### src/rtl/pwm_ctrl_pkg.sv
// Purpose : shared types and defaults for the pwm duty-ramp scheduler blocks.
// Latency : n/a (types and constants only).
// Backpressure: n/a.
// Contents: ramp_state_t (IDLE/RAMP), default duty width N and rate width R.
package pwm_ctrl_pkg;

  // Default duty width; must match the N of the pwm instance being driven.
  localparam int unsigned PWM_N_DEFAULT = 4;

  // Default width of the rate field (pwm periods per LSB, minus one).
  localparam int unsigned PWM_R_DEFAULT = 8;

  // IDLE: duty already equals the target. RAMP: duty is walking toward it.
  typedef enum logic {
    IDLE = 1'b0,
    RAMP = 1'b1
  } ramp_state_t;

endpackage

### src/rtl/pwm_period_tracker.sv
// Purpose : mirrors the pwm phase counter and flags the last step of each pwm period.
// Latency : period_end is combinational from ena/step in the cycle where phase = 2^N-1.
// Backpressure: none; ena=0 freezes the phase and forces period_end low.
//
// Ports:
//   clk        - rising-edge clock
//   rst        - synchronous active-high reset, clears the phase
//   ena        - global enable; phase advances only when high
//   step       - single-cycle pwm counter advance pulse (same net as pwm.step)
//   period_end - high for the step that wraps the phase back to zero
module pwm_period_tracker
  import pwm_ctrl_pkg::*;
#(
  parameter int unsigned N = PWM_N_DEFAULT
) (
  input  logic clk,
  input  logic rst,
  input  logic ena,
  input  logic step,
  output logic period_end
);

  logic [N-1:0] phase;
  logic         advance;

  // A step is only counted when the block is enabled and out of reset, so the
  // phase stays in lock-step with the pwm counter it shadows.
  assign advance = ena && step && !rst;

  always_ff @(posedge clk) begin
    if (rst) begin
      phase <= '0;
    end else if (advance) begin
      phase <= phase + 1'b1;
    end
  end

  // The step that takes phase from all-ones back to zero closes a period.
  assign period_end = advance && (phase == {N{1'b1}});

endmodule

### src/rtl/pwm_ramp_controller.sv
// Purpose : walks the pwm duty toward a requested target, one LSB every (rate+1) pwm periods.
// Latency : accept takes effect at the next edge; duty only changes on period_end edges.
// Backpressure: target_ready = ena & !rst (& !kill when PWM_RAMP_KILL_EN); no internal queueing.
//
// Ports:
//   clk, rst          - rising-edge clock, synchronous active-high reset
//   ena               - global enable; everything holds while low
//   step              - pwm counter advance pulse, shared with the pwm
//   target_duty/valid - requested final duty, handshaked with target_ready
//   rate              - pwm periods per one-LSB duty change, minus one
//   kill              - emergency off (active only with PWM_RAMP_KILL_EN defined)
//   duty              - registered duty for pwm.duty
//   busy              - high while ramping
//   period_end        - single-cycle pulse at each pwm period boundary
//
// Build option: define PWM_RAMP_KILL_EN to make kill force duty/target to zero
// immediately. Without it the kill port is present but has no effect.
module pwm_ramp_controller
  import pwm_ctrl_pkg::*;
#(
  parameter int unsigned N = PWM_N_DEFAULT,
  parameter int unsigned R = PWM_R_DEFAULT
) (
  input  logic         clk,
  input  logic         rst,
  input  logic         ena,
  input  logic         step,
  input  logic [N-1:0] target_duty,
  input  logic         target_valid,
  output logic         target_ready,
  input  logic [R-1:0] rate,
  input  logic         kill,
  output logic [N-1:0] duty,
  output logic         busy,
  output logic         period_end
);

  ramp_state_t  state;
  logic [N-1:0] duty_q;
  logic [N-1:0] target_q;
  logic [R-1:0] rate_cnt;

  logic         kill_act;
  logic         accept;
  logic [N-1:0] eff_target;
  logic         moving;
  logic         going_up;
  logic         rate_hit;
  logic [N-1:0] duty_stepped;

  // ---------------------------------------------------------------------------
  // Period boundary detection, shared with other pwm schedulers.
  // ---------------------------------------------------------------------------
  pwm_period_tracker #(
    .N (N)
  ) u_tracker (
    .clk        (clk),
    .rst        (rst),
    .ena        (ena),
    .step       (step),
    .period_end (period_end)
  );

`ifdef PWM_RAMP_KILL_EN
  assign kill_act = kill;
`else
  // kill is deliberately ignored in this build.
  logic unused_kill;
  assign unused_kill = kill;
  assign kill_act    = 1'b0;
`endif

  // ---------------------------------------------------------------------------
  // Target handshake
  // ---------------------------------------------------------------------------
  assign target_ready = ena && !rst && !kill_act;
  assign accept       = target_valid && target_ready;

  // A target accepted this cycle already steers a coincident period_end, so
  // direction and end-of-ramp tests look through to the incoming value.
  assign eff_target = accept ? target_duty : target_q;
  assign moving     = (eff_target != duty_q);
  assign going_up   = (eff_target > duty_q);

  // Greater-or-equal rather than equal: if rate is lowered below the current
  // count, the next comparison still fires instead of running the counter
  // all the way around.
  assign rate_hit = (rate_cnt >= rate);

  // One LSB toward the target, clamped at both rails so duty can never wrap.
  always_comb begin
    duty_stepped = duty_q;
    if (going_up) begin
      if (duty_q != {N{1'b1}}) begin
        duty_stepped = duty_q + 1'b1;
      end
    end else begin
      if (duty_q != '0) begin
        duty_stepped = duty_q - 1'b1;
      end
    end
  end

  // ---------------------------------------------------------------------------
  // Ramp state machine
  // ---------------------------------------------------------------------------
  always_ff @(posedge clk) begin
    if (rst) begin
      state    <= IDLE;
      duty_q   <= '0;
      target_q <= '0;
      rate_cnt <= '0;
    end else if (kill_act) begin
      // Emergency off does not wait for a period boundary.
      state    <= IDLE;
      duty_q   <= '0;
      target_q <= '0;
      rate_cnt <= '0;
    end else if (ena) begin
      if (accept) begin
        target_q <= target_duty;
      end

      if (!moving) begin
        // Parking in IDLE always leaves the rate counter at zero, so a fresh
        // ramp starts a full rate interval; a retarget during RAMP keeps it.
        state    <= IDLE;
        rate_cnt <= '0;
      end else if (period_end) begin
        if (rate_hit) begin
          rate_cnt <= '0;
          duty_q   <= duty_stepped;
          state    <= (duty_stepped == eff_target) ? IDLE : RAMP;
        end else begin
          rate_cnt <= rate_cnt + 1'b1;
          state    <= RAMP;
        end
      end else begin
        state <= RAMP;
      end
    end
  end

  assign duty = duty_q;
  // Gated with rst so busy reads low throughout a reset cycle.
  assign busy = (state == RAMP) && !rst;

endmodule

### config.mk
export PLATFORM = sky130hd
export DESIGN_NAME = pwm_ramp_controller
export DESIGN_NICKNAME = d
export VERILOG_FILES = /design/src/rtl/pwm_ctrl_pkg.sv /design/src/rtl/pwm_period_tracker.sv /design/src/rtl/pwm_ramp_controller.sv
export SDC_FILE = /design/constraint.sdc
export NUM_CORES = 1
export LEC_CHECK = 0
export BUFFER_PORTS_ARGS = -buffer_cell sky130_fd_sc_hd__buf_4
export CORE_MARGIN = 2
export CORE_UTILIZATION = 50
export DETAILED_ROUTE_END_ITERATION = 8
export PLACE_DENSITY_LB_ADDON = 0.2
export SYNTH_ARGS = -nofsm -noshare
export SYNTH_HDL_FRONTEND = slang
export SYNTH_SLANG_ARGS = --single-unit
### constraint.sdc
create_clock -name clk -period 3 [get_ports clk]
set_input_delay 0.6 -clock clk [delete_from_list [all_inputs] [get_ports clk]]
set_output_delay 0.6 -clock clk [all_outputs]
set_load 0.05 [all_outputs]
# Word level (Yosys, flattened, before mapping)

Index checks and enable logic that the tools add are counted.

Reductions and logical operators: 10
Multiplexer cells: 11
Eq/ne operators: 5
$lt $le $gt $ge: 2
$add $sub $neg: 4

Operator list:

| kind                                                                | count |
|---|---|
| 8-bit two-way mux                                                   | 3 |
| 4-bit two-way mux                                                   | 4 |
| 4-bit by 1-bit adder with 4-bit output (second input constant)      | 2 |
| 8-bit by 1-bit adder with 8-bit output (second input constant)      | 1 |
| 8-bit greater-or-equal comparator                                   | 1 |
| 1-bit logical AND                                                   | 6 |
| 4-bit == test                                                       | 1 |
| 4-bit == test (second input constant)                               | 1 |
| 4-bit > comparator                                                  | 1 |
| 1-bit two-way mux                                                   | 4 |
| 4-bit != test                                                       | 1 |
| 4-bit != test (second input constant)                               | 1 |
| 4-bit AND reduction                                                 | 1 |
| 4-bit nonzero test                                                  | 1 |
| 4-bit by 1-bit subtractor with 4-bit output (second input constant) | 1 |
| 2-bit != test (second input constant)                               | 1 |
| 2-bit AND reduction                                                 | 1 |
| 1-bit logical NOT                                                   | 1 |

Flip-flop bits (word level): 21
Output and inout bits: 7
Bits of input ports: 18

# Logic depth before layout (Yosys ltp)

Gate-level depths: netlist of run 1.

Depth after elaboration: 11
Gate-level depth with buffers: 13
Gate-level depth less buffers: 12

# Modules after synthesis

A second synthesis of run 1 with hierarchy kept.

Cells, all modules: 183
Area total of the unflattened synthesis: 1536.5 µm²

By module, submodules not included:

| module              | cells each | sequential area each (µm²) | times used | area each (µm²) |
|---|---|---|---|---|
| pwm_ramp_controller | 161        | 340.3                      | 1          | 1343.8 |
| pwm_period_tracker  | 22         | 80.1                       | 1          | 192.7 |

# Least setup slack after synthesis of run 1

No wires, ideal clock.

Path type: input port to flip-flop
Start: in rst
End: reg duty_q[0] (netlist: duty[0])
Cell stages on the path: 13
Setup time: 0.128 ns
Setup slack: -0.191 ns
Path buffers: 1
Arrival time: 3.064 ns
Cells stage by stage: buf_2 -> nor2b_4 -> nand2_2 -> mux2i_1 -> inv_1 -> ha_1 -> and2b_1 -> o211ai_2 -> a21oi_4 -> mux2i_1 -> nand4_1 -> xnor2_1 -> nor2_1

Cells in the longest elaborated chain, start to end: 6
Elaborated cells between the ends (all ways): 10

RTL lines:

| item                                                            | line                                                 | RTL |
|---|---|---|
| from (decl)                                                     | pwm_ramp_controller.sv:25                            | `input logic rst,` |
| 1-bit logical NOT *                                             | pwm_ramp_controller.sv:76                            | `assign target_ready = ena && !rst && !kill_act;` |
| 1-bit logical AND *                                             | pwm_ramp_controller.sv:76                            |  |
| net target_ready                                                | pwm_ramp_controller.sv:30                            | `output logic target_ready,` |
| 1-bit logical AND *                                             | pwm_ramp_controller.sv:77                            | `assign accept = target_valid && target_ready;` |
| 4-bit two-way mux *                                             | --                                                   |  |
| net eff_target[1]                                               | pwm_ramp_controller.sv:45                            | `logic [N-1:0] eff_target;` |
| 4-bit > comparator / 4-bit != test (equally long branches)      | pwm_ramp_controller.sv:83, pwm_ramp_controller.sv:82 |  |
| 4-bit two-way mux / 4-bit AND reduction (equally long branches) | --                                                   |  |
| to (signal assigned)                                            | pwm_ramp_controller.sv:132                           | `duty_q <= duty_stepped;` |
| to (decl)                                                       | pwm_ramp_controller.sv:39                            | `logic [N-1:0] duty_q;` |

Mark *: on every way through the listed nets, which the timed path passes. The rest lies on a longest branch.
A chain may end at the register's enable or synchronous reset.

# Worst setup path in the final report of run 1

Start: in ena
End: reg state

Cells in the longest elaborated chain, start to end: 10
Elaborated cells between the ends (all ways): 14

RTL lines:

| item                 | line                       | RTL |
|---|---|---|
| from (decl)          | pwm_ramp_controller.sv:26  | `input logic ena,` |
| 1-bit logical AND *  | pwm_ramp_controller.sv:76  |  |
| 1-bit logical AND *  | pwm_ramp_controller.sv:77  |  |
| 4-bit two-way mux *  | --                         |  |
| net eff_target[2]    | pwm_ramp_controller.sv:45  |  |
| 4-bit > comparator   | pwm_ramp_controller.sv:83  | `assign going_up = (eff_target > duty_q);` |
| 4-bit two-way mux    | pwm_ramp_controller.sv:93  | `if (going_up) begin` |
| 4-bit == test        | pwm_ramp_controller.sv:133 | `state <= (duty_stepped == eff_target) ? IDLE : RAMP;` |
| 1-bit two-way mux    | pwm_ramp_controller.sv:133 |  |
| 1-bit two-way mux    | pwm_ramp_controller.sv:130 | `if (rate_hit) begin` |
| 1-bit two-way mux    | pwm_ramp_controller.sv:129 | `end else if (period_end) begin` |
| 1-bit two-way mux *  | pwm_ramp_controller.sv:124 | `if (!moving) begin` |
| to (signal assigned) | pwm_ramp_controller.sv:133 |  |
| to (decl)            | pwm_ramp_controller.sv:38  | `ramp_state_t state;` |

Marks and branches as above.

==> results.ini, run 1 <==
[cts]
numCtsBuffers=3
insertion_delay_ns=0.31
hold_buffers=0
clk_pin_slew_ns=0.13
clock-root-buffer=clkbuf_4
cts_resized=0
cts_max_level=1
cts_tree=built
cts_setup_buffers=0
clk_path_buf_depth=2
cts.sinks=21

[timing]
rsz0062_at_grt=false
fmax_ghz=0.385
fin_crit_ns=2.60
hold-worst-slack_ns=0.501
hold_viol=0
final.setup.worst_slack_ns=0.405
period_share_pct=86.5
finClkSkew_ns=0.0115
worstMarginPinSlew_ns=0.406
setup_violations=0
slew_violations=0
slew_headroom_pct=72.9

[hold_path]
hold_class=flop to flop
min_path_cells=2

[routing]
vias=1234
post_drt_wl_per_cell_um=12.1
totalWireLength_um=2820
via_per_inst=5.32
first_pass_iters=4
drt_iter0_drc=51
drcViolationCount=0
ant_nets=0

[yosys]
yosysWarnings=0
synth_enable_flop_cells=0
syn_area_um2=1460
synth-seq-cells=21
synth.area.top_cells=dfxtp_1 29%, ha_1 14%, nor2_1 6.4%
yosys.area.top_type=dfxtp_1
synthFlopType=dfxtp_1
ys_types=40
synth_top_area_share_pct=28.9
synth_fp_nets=204
synthArstFlopShare_pct=0
seq_area_frac_synth_pct=28.9
postSynthCellCount=170
avgSynthCellArea_um2=8.57

[finish]
nFillCells=259
multi_input_area_um2=1020
diodes=0
mostFrequentLayoutCells=29 x buf_4, 25 x nor2_1, 21 x dfxtp_1, 14 x ha_1, 13 x inv_1
design_area_um2=1790
finalNonFillerCells=232
nets=236
register_area_um2=420
syn2layout_area_growth_pct=22.6
layout_commonest_cell=buf_4
fin_util_pct=64.7
drive_gt1_share_pct=24.9

[power]
cellPowerDensity_nw_per_um2=321
power.leakage_uw=0.000806
ir_drop_v=0.000261

[grt]
first_global_vias=1101
grtUsageTotal_pct=18.0
antenna_found_initial=0
grt_max_degree=18
grt_overflow_total=0
grt_pass1_wl_um=4690

[critical_path]
arrival_ns=2.81
path_class=input pin to flop
cp.required_ns=3.22
critPathMaxFanout=6
r2r_cells=9
critPathLaunchType=input pin
cp-end-kind=flop

[placement]
postPlaceCellArea_um2=1760
dpl_worst_slack_ns=0.0697
io_buffers=23
dp_hpwl_um=2270
gp_congestion=0.833
dp_cells=228

[floorplan]
rows=19
die_h_um=58.0
dieArea_um2=3360
core_um2=2760
start_util_pct=52.8
io_pins=25
fp.dieW_um=58.0

[run]
maxCapViolCount=0

[run_status]
run_status=finished, final reports clean

## layer usage
layer / wire, µm / share of wire [%] / global-route usage, % / vias up
met1: 1290 / 46 / 22.3 / 557
met4: 28 / 0.99 / 4.98 / 0
li1: - / - / - / 655
met5: 0 / 0 / 0 / -
met2: 1410 / 50 / 32.3 / 18
met3: 81 / 2.9 / 2.68 / 4
## sequential cells by signal, indices dropped and copies added, names as in the netlist
register,cells
duty,4
rate_cnt,8
state,1
target_q,4
u_tracker.phase,4
## cells in the mapped netlist, types with 2 or more instances
cell,instances
a211oi_1,3
a21oi_1,9
and2_1,2
and3_1,2
and4_1,2
dfxtp_1,21
ha_1,16
inv_1,14
inv_2,2
mux2_1,2
mux2i_1,8
mux2i_2,2
nand2_1,8
nand3_1,6
nand4_1,7
nor2_1,25
nor2b_1,3
o211ai_1,2
o21ai_1,3
or3_1,2
xnor2_1,7
xor2_1,6
## report_power, final
part,internal [µW],total [µW],switching (µW)
clock network,49.8,141,91.2
registers,286,291,5.89
logic,70.5,141,70.9
## path summary, 6_finish.rpt
| check | start | endpoint | slack [ns] |
|---|---|---|---|
| worst max register to register | duty[1]$_SDFFE_PP0P_ | state$_SDFFE_PP0P_ | 0.76 |
| worst max-delay path | ena | state$_SDFFE_PP0P_ | 0.40 |
| worst min-delay path | u_tracker.phase[1]$_SDFFE_PP0P_ | u_tracker.phase[1]$_SDFFE_PP0P_ | 0.50 |
| worst min register to register | u_tracker.phase[1]$_SDFFE_PP0P_ | u_tracker.phase[1]$_SDFFE_PP0P_ | 0.50 |
## metrics by stage
stage / setup TNS, ns / total power (µW)
after global placement: 0 / 434
after detailed placement: 0 / 440
after floorplan: -0.0326 / 394
after CTS: 0 / 578
after global routing: 0 / 606
final: 0 / 574
## worst max-delay path, cell delays in order
cell      delay [ns]
buf_4           0.11
nor2b_4         0.13
nand2_4         0.11
mux2i_1         0.23
inv_1           0.10
ha_1            0.33
and4_4          0.19
a21oi_4         0.23
mux2i_1         0.14
a221oi_2        0.37
xnor2_1         0.17
a21oi_1         0.08
## final cells by class
class / instances / area share (%)
multi-input combinational: 131 / 57.2
sequential: 21 / 23.5
timing repair buffer: 29 / 12.2
inverter: 16 / 3.36
tap: 31 / 2.17
clock buffer: 3 / 1.26
clock inverter: 1 / 0.280
## kinds of logic (layout without fill, tap and decap cells)
group | after synthesis | in the layout | synth area share [%]
compound gates | 26 | 26 | 13.0
xor+xnor | 13 | 13 | 7.82
mux | 13 | 13 | 9.71
flops | 21 | 21 | 28.9
buf+inv | 18 | 49 | 4.72
simple gates | 63 | 63 | 22.2
fa+ha+maj | 16 | 16 | 13.7
No activity file was read; power rests on OpenSTA's default activity.
==> run 2, diff against run 1 <==
clock period = 3.2 ns   (was 3 ns; I/O delays follow)
==> run 2 against run 1 <==
Core utilization decreased by 1.2 points. Die area unchanged. Design area shrank 1.9%. Critical path type unchanged. Highest routed layer unchanged.
==> results.ini, run 2 (same netlist as run 1, synthesis figures left out) <==
[timing]
slew_violations=0  ; unchanged
worstMarginPinSlew_ns=0.417  ; +0.0103 ns
final.setup.worst_slack_ns=0.365  ; -0.0402 ns
fin_crit_ns=2.84
slew_headroom_pct=72.2  ; -0.69 points
rsz0062_at_grt=false
period_share_pct=88.6
fmax_ghz=0.353
setup_violations=0  ; unchanged
hold_viol=0  ; unchanged
fin_setup_tns_ns=0  ; unchanged
finClkSkew_ns=0.00860  ; -0.00291 ns

[routing]
routed.top_layer=met4
first_pass_iters=4  ; unchanged
vias=1263  ; +2.4%
totalWireLength_um=2910  ; +3.4%
post_drt_wl_per_cell_um=12.5  ; +3.0%
ant_nets=0  ; unchanged
wl_met3_um=149  ; +84%
via_per_inst=5.42  ; +1.9%
drcViolationCount=0  ; unchanged
wl_met1_um=1240  ; -3.9%
drt_iter0_drc=33  ; -35%
met2_length_um=1490  ; +5.2%

[cts]
cts_tree=built
cts_setup_buffers=0  ; unchanged
clk_path_buf_depth=2  ; unchanged
clk_pin_slew_ns=0.13  ; about the same
numCtsBuffers=3  ; unchanged
cts.sinks=21  ; unchanged
clock-root-buffer=clkbuf_4
cts_resized=0  ; unchanged
cts_max_level=1  ; unchanged
hold_buffers=0  ; unchanged
insertion_delay_ns=0.31  ; about the same

[finish]
layout_commonest_cell=buf_4
diodes=0  ; unchanged
mostFrequentLayoutCells=30 x buf_4, 25 x nor2_1, 21 x dfxtp_1, 16 x ha_1, 14 x inv_1
design_area_um2=1750  ; -1.9%
nets=237  ; +0.42%
drive_gt1_share_pct=23.3  ; -1.6 points
syn2layout_area_growth_pct=20.3
top_register=rate_cnt
largest_reg_flops=8  ; unchanged

[power]
power.leakage_uw=0.000802  ; -0.49%
cellPowerDensity_nw_per_um2=304  ; -5.3%
finalPower_uw=533  ; -7.1%
ir_drop_v=0.000213  ; -19%

[critical_path]
critPathMaxFanout=6  ; unchanged
crit_chain=buf_4, nor2b_4, nand2_2, mux2i_4, inv_1, ha_1, and4_1, a21oi_4, mux2i_1, xnor2_1, a211oi_1, a21oi_1
cp.depth=12  ; unchanged
slowest_stage=ha_1
r2r_cells=9  ; unchanged
r2r_slack_ns=0.88  ; +0.12 ns
arrival_ns=3.04  ; +0.23 ns
crit_family=multiplexers
cp-endpoint=state$_SDFFE_PP0P_
path_class=input pin to flop
critPathBufInv=2  ; unchanged
r2r_end=state$_SDFFE_PP0P_
critPathLaunchType=input pin
reg2reg_from=target_q[3]$_SDFFE_PP0P_
cp-end-kind=flop
cp.required_ns=3.41  ; +0.19 ns
cp-startpoint=ena
cp_slowest_stage_delay_ns=0.33  ; -0.04 ns

[grt]
grt_max_degree=18  ; unchanged
grt_overflow_total=0  ; unchanged
first_global_vias=1222  ; +11%
antenna_found_initial=0  ; unchanged
grt_pass1_wl_um=4980  ; +6.2%
grtUsageTotal_pct=18.8  ; +0.84 points

[run_status]
run_status=finished, final reports clean

[floorplan]
rows=19  ; unchanged
core_um2=2760  ; unchanged
io_pins=25  ; unchanged
die_h_um=58.0  ; unchanged
dieArea_um2=3360  ; unchanged
start_util_pct=52.8  ; unchanged
fp.dieW_um=58.0  ; unchanged

[hold_path]
hold_class=flop to flop

[placement]
dp_hpwl_um=2400  ; +5.7%
io_buffers=23  ; unchanged
gp_congestion=0.813  ; -2.4%
postPlaceCellArea_um2=1720  ; -1.9%
dpl_worst_slack_ns=0.0223  ; -0.0474 ns

[run]
maxCapViolCount=0  ; unchanged

## run 2: where the power goes
group	switching [µW]	total (µW)	internal, µW
registers	5.26	273	268
clock network	85.1	132	46.6
logic	64.3	128	63.9
total	155	533	378
## run 2: per-layer routing
layer | GRT usage (%) | vias up
li1 | - | 660
met1 | 21.9 | 570
met2 | 35.7 | 29
met3 | 2.68 | 4
met4 | 4.98 | 0
met5 | 0 | -
## run 2: worst register-to-register path, delay by kind of cell, from the launching register on
kind	cells	cell delay, ns
AND/OR/NAND/NOR	1	0.26
XOR/XNOR	1	0.11
buffers and inverters	1	0.07
AO/OA/AOI/OAI	3	0.60
multiplexers	2	0.51
flip-flops	1	0.34
adder cells (fa/ha/maj)	1	0.33
## run 2: cell type report
class / instances / area, µm²
fill: 240 / 1010
tap: 31 / 38.8
sequential: 21 / 420
clock buffer: 3 / 22.5
clock inverter: 1 / 5.00
multi-input combinational: 131 / 980
timing repair buffer: 30 / 225
inverter: 16 / 60.1
## run 2: how the worst min path moves through the flow
stage,start,endpoint,slack [ns],cells after the start
final,u_tracker.phase[1]$_SDFFE_PP0P_,u_tracker.phase[1]$_SDFFE_PP0P_,0.49,2
after global routing,u_tracker.phase[1]$_SDFFE_PP0P_,u_tracker.phase[1]$_SDFFE_PP0P_,0.53,2
after CTS,u_tracker.phase[1]$_SDFFE_PP0P_,u_tracker.phase[1]$_SDFFE_PP0P_,0.49,2
after detailed placement,u_tracker.phase[1]$_SDFFE_PP0P_,u_tracker.phase[1]$_SDFFE_PP0P_,0.48,2
after global placement,u_tracker.phase[1]$_SDFFE_PP0P_,u_tracker.phase[1]$_SDFFE_PP0P_,0.46,2
after floorplan,u_tracker.phase[1]$_SDFFE_PP0P_,u_tracker.phase[1]$_SDFFE_PP0P_,0.45,2
## run 2: per-stage QoR
| stage | hold slack, ns | utilization (%) | std cells |
|---|---|---|---|
| detailed placement | 0.476 | 62.5 | 229 |
| global placement | 0.464 | 62.5 | 229 |
| finish | 0.493 | 63.5 | 233 |
| CTS | 0.495 | 63.5 | 233 |
| floorplan | 0.454 | - | 170 |
| global route | 0.529 | 63.5 | 233 |
==> run 3, diff against run 2 <==
clock period = 3.02 ns   (was 3.2 ns; I/O delays follow)
==> run 3 against run 2 <==
Core utilization grew 1.2 points. Highest routed layer unchanged. Total power is 6.7% higher. Critical endpoint unchanged. Clock power up 5%. Largest power group unchanged. Routed wire length decreased by 1.8%.
==> results.ini, run 3 (same netlist as run 1, synthesis figures left out) <==
[cts]
cts_tree=built
cts.sinks=21  ; unchanged
clock-root-buffer=clkbuf_4
clk_path_buf_depth=2  ; unchanged
cts_setup_buffers=0  ; unchanged
numCtsBuffers=3  ; unchanged
hold_buffers=0  ; unchanged
clk_pin_slew_ns=0.11  ; -0.02 ns
insertion_delay_ns=0.31  ; about the same
cts_resized=0  ; unchanged
cts_max_level=1  ; unchanged

[finish]
design_area_um2=1780  ; +1.9%
finalNonFillerCells=232  ; -0.43%
largest_reg_flops=8  ; unchanged
drive_gt1_share_pct=24.4  ; +1.1 points
top_register=rate_cnt
nets=236  ; -0.42%
mostFrequentLayoutCells=29 x buf_4, 25 x nor2_1, 21 x dfxtp_1, 14 x ha_1, 13 x inv_1
diodes=0  ; unchanged
syn2layout_area_growth_pct=22.5
layout_commonest_cell=buf_4
fin_util_pct=64.7  ; +1.2 points

[hold_path]
holdCritStartpoint=u_tracker.phase[1]$_SDFFE_PP0P_
hold_class=flop to flop
hold_path_end=u_tracker.phase[1]$_SDFFE_PP0P_
min_path_cells=2  ; unchanged

[timing]
period_share_pct=87.3
fmax_ghz=0.379
finClkSkew_ns=0.00216  ; -0.00644 ns
worstMarginPinSlew_ns=0.398  ; -0.0190 ns
fin_crit_ns=2.64
hold_viol=0  ; unchanged
slew_headroom_pct=73.4  ; +1.2 points
rsz0062_at_grt=false
slew_violations=0  ; unchanged
fin_setup_tns_ns=0  ; unchanged
setup_violations=0  ; unchanged

[grt]
antenna_found_initial=0  ; unchanged
first_global_vias=1109  ; -9.2%
use_met3_pct=2.68  ; unchanged
grt_max_degree=18  ; unchanged
grt_overflow_total=0  ; unchanged
grt_pass1_wl_um=4810  ; -3.5%
grt.met1_usage_pct=22.4  ; +0.49 points
use_met2_pct=33.0  ; -2.8 points
grtUsageTotal_pct=18.3  ; -0.48 points
top_usage_layer=met2

[routing]
first_pass_iters=4  ; unchanged
drt_iter0_drc=29  ; -12%
post_drt_wl_per_cell_um=12.3  ; -1.3%
via_per_inst=5.44  ; +0.27%
vias=1261  ; -0.16%
ant_nets=0  ; unchanged
totalWireLength_um=2860  ; -1.8%
drcViolationCount=0  ; unchanged

[critical_path]
cp-startpoint=ena
arrival_ns=2.84  ; -0.20 ns
critPathMaxFanout=6  ; unchanged
cp-end-kind=flop
r2r_slack_ns=0.73  ; -0.15 ns
reg2reg_from=duty[1]$_SDFFE_PP0P_
critPathLaunchType=input pin
r2r_cells=9  ; unchanged
r2r_end=state$_SDFFE_PP0P_
cp.required_ns=3.23  ; -0.18 ns
path_class=input pin to flop

[power]
cellPowerDensity_nw_per_um2=319  ; +4.7%
ir_drop_v=0.000297  ; +39%
power.leakage_uw=0.000803  ; +0.15%
finalPower_uw=569  ; +6.7%

[placement]
postPlaceCellArea_um2=1760  ; +2.0%
gp_congestion=0.833  ; +2.4%
dp_hpwl_um=2310  ; -3.9%
dp_cells=228  ; -0.44%
io_buffers=23  ; unchanged

[floorplan]
rows=19  ; unchanged
fp.dieW_um=58.0  ; unchanged
dieArea_um2=3360  ; unchanged
die_h_um=58.0  ; unchanged
core_um2=2760  ; unchanged
io_pins=25  ; unchanged
start_util_pct=52.8  ; unchanged

[run_status]
run_status=finished, final reports clean

[run]
maxCapViolCount=0  ; unchanged

[run 3: power breakdown]
part	leakage [µW]	internal (µW)	switching [µW]	total [µW]
clock	0.0000150	51.6	87.2	139
sequential	0.000170	284	5.82	289
combinational	0.000618	70.0	70.3	140
total	0.000803	405	163	569
[run 3: metal layers]
layer  vias up  part of all wire (%)
met5         -                     0
met4         0                   1.6
met3         5                   3.2
met2        21                    51
met1       579                    44
li1        656                     -
[run 3: worst max-delay path by stage]
stage / endpoint
3_5_place_dp: state$_SDFFE_PP0P_
5_1_grt: state$_SDFFE_PP0P_
3_3_place_gp: state$_SDFFE_PP0P_
6_report: state$_SDFFE_PP0P_
2_1_floorplan: duty[0]$_SDFFE_PP0P_
4_1_cts: state$_SDFFE_PP0P_
[run 3: cell type report]
cell class	count	area, µm²
inverter	16	60.1
multi-input combinational	131	1020
sequential	21	420
clock buffer	4	26.3
timing repair buffer	29	218
fill	241	973
tap	31	38.8
[run 3: per-stage QoR]
stage / hold WS [ns] / setup slack, ns
after floorplan: 0.454 / -0.00766
after global placement: 0.462 / 0.126
after detailed placement: 0.480 / 0.0862
after CTS: 0.497 / 0.393
after global routing: 0.521 / 0.249
final: 0.503 / 0.384
[run 3: critical path, stage by stage]
cell	delay (ns)
buf_4	0.11
nor2b_4	0.13
nand2_4	0.11
mux2i_1	0.23
inv_1	0.10
ha_1	0.33
and4_4	0.19
a21oi_4	0.22
mux2i_1	0.37
xnor2_1	0.12
a211oi_1	0.22
a21oi_1	0.09
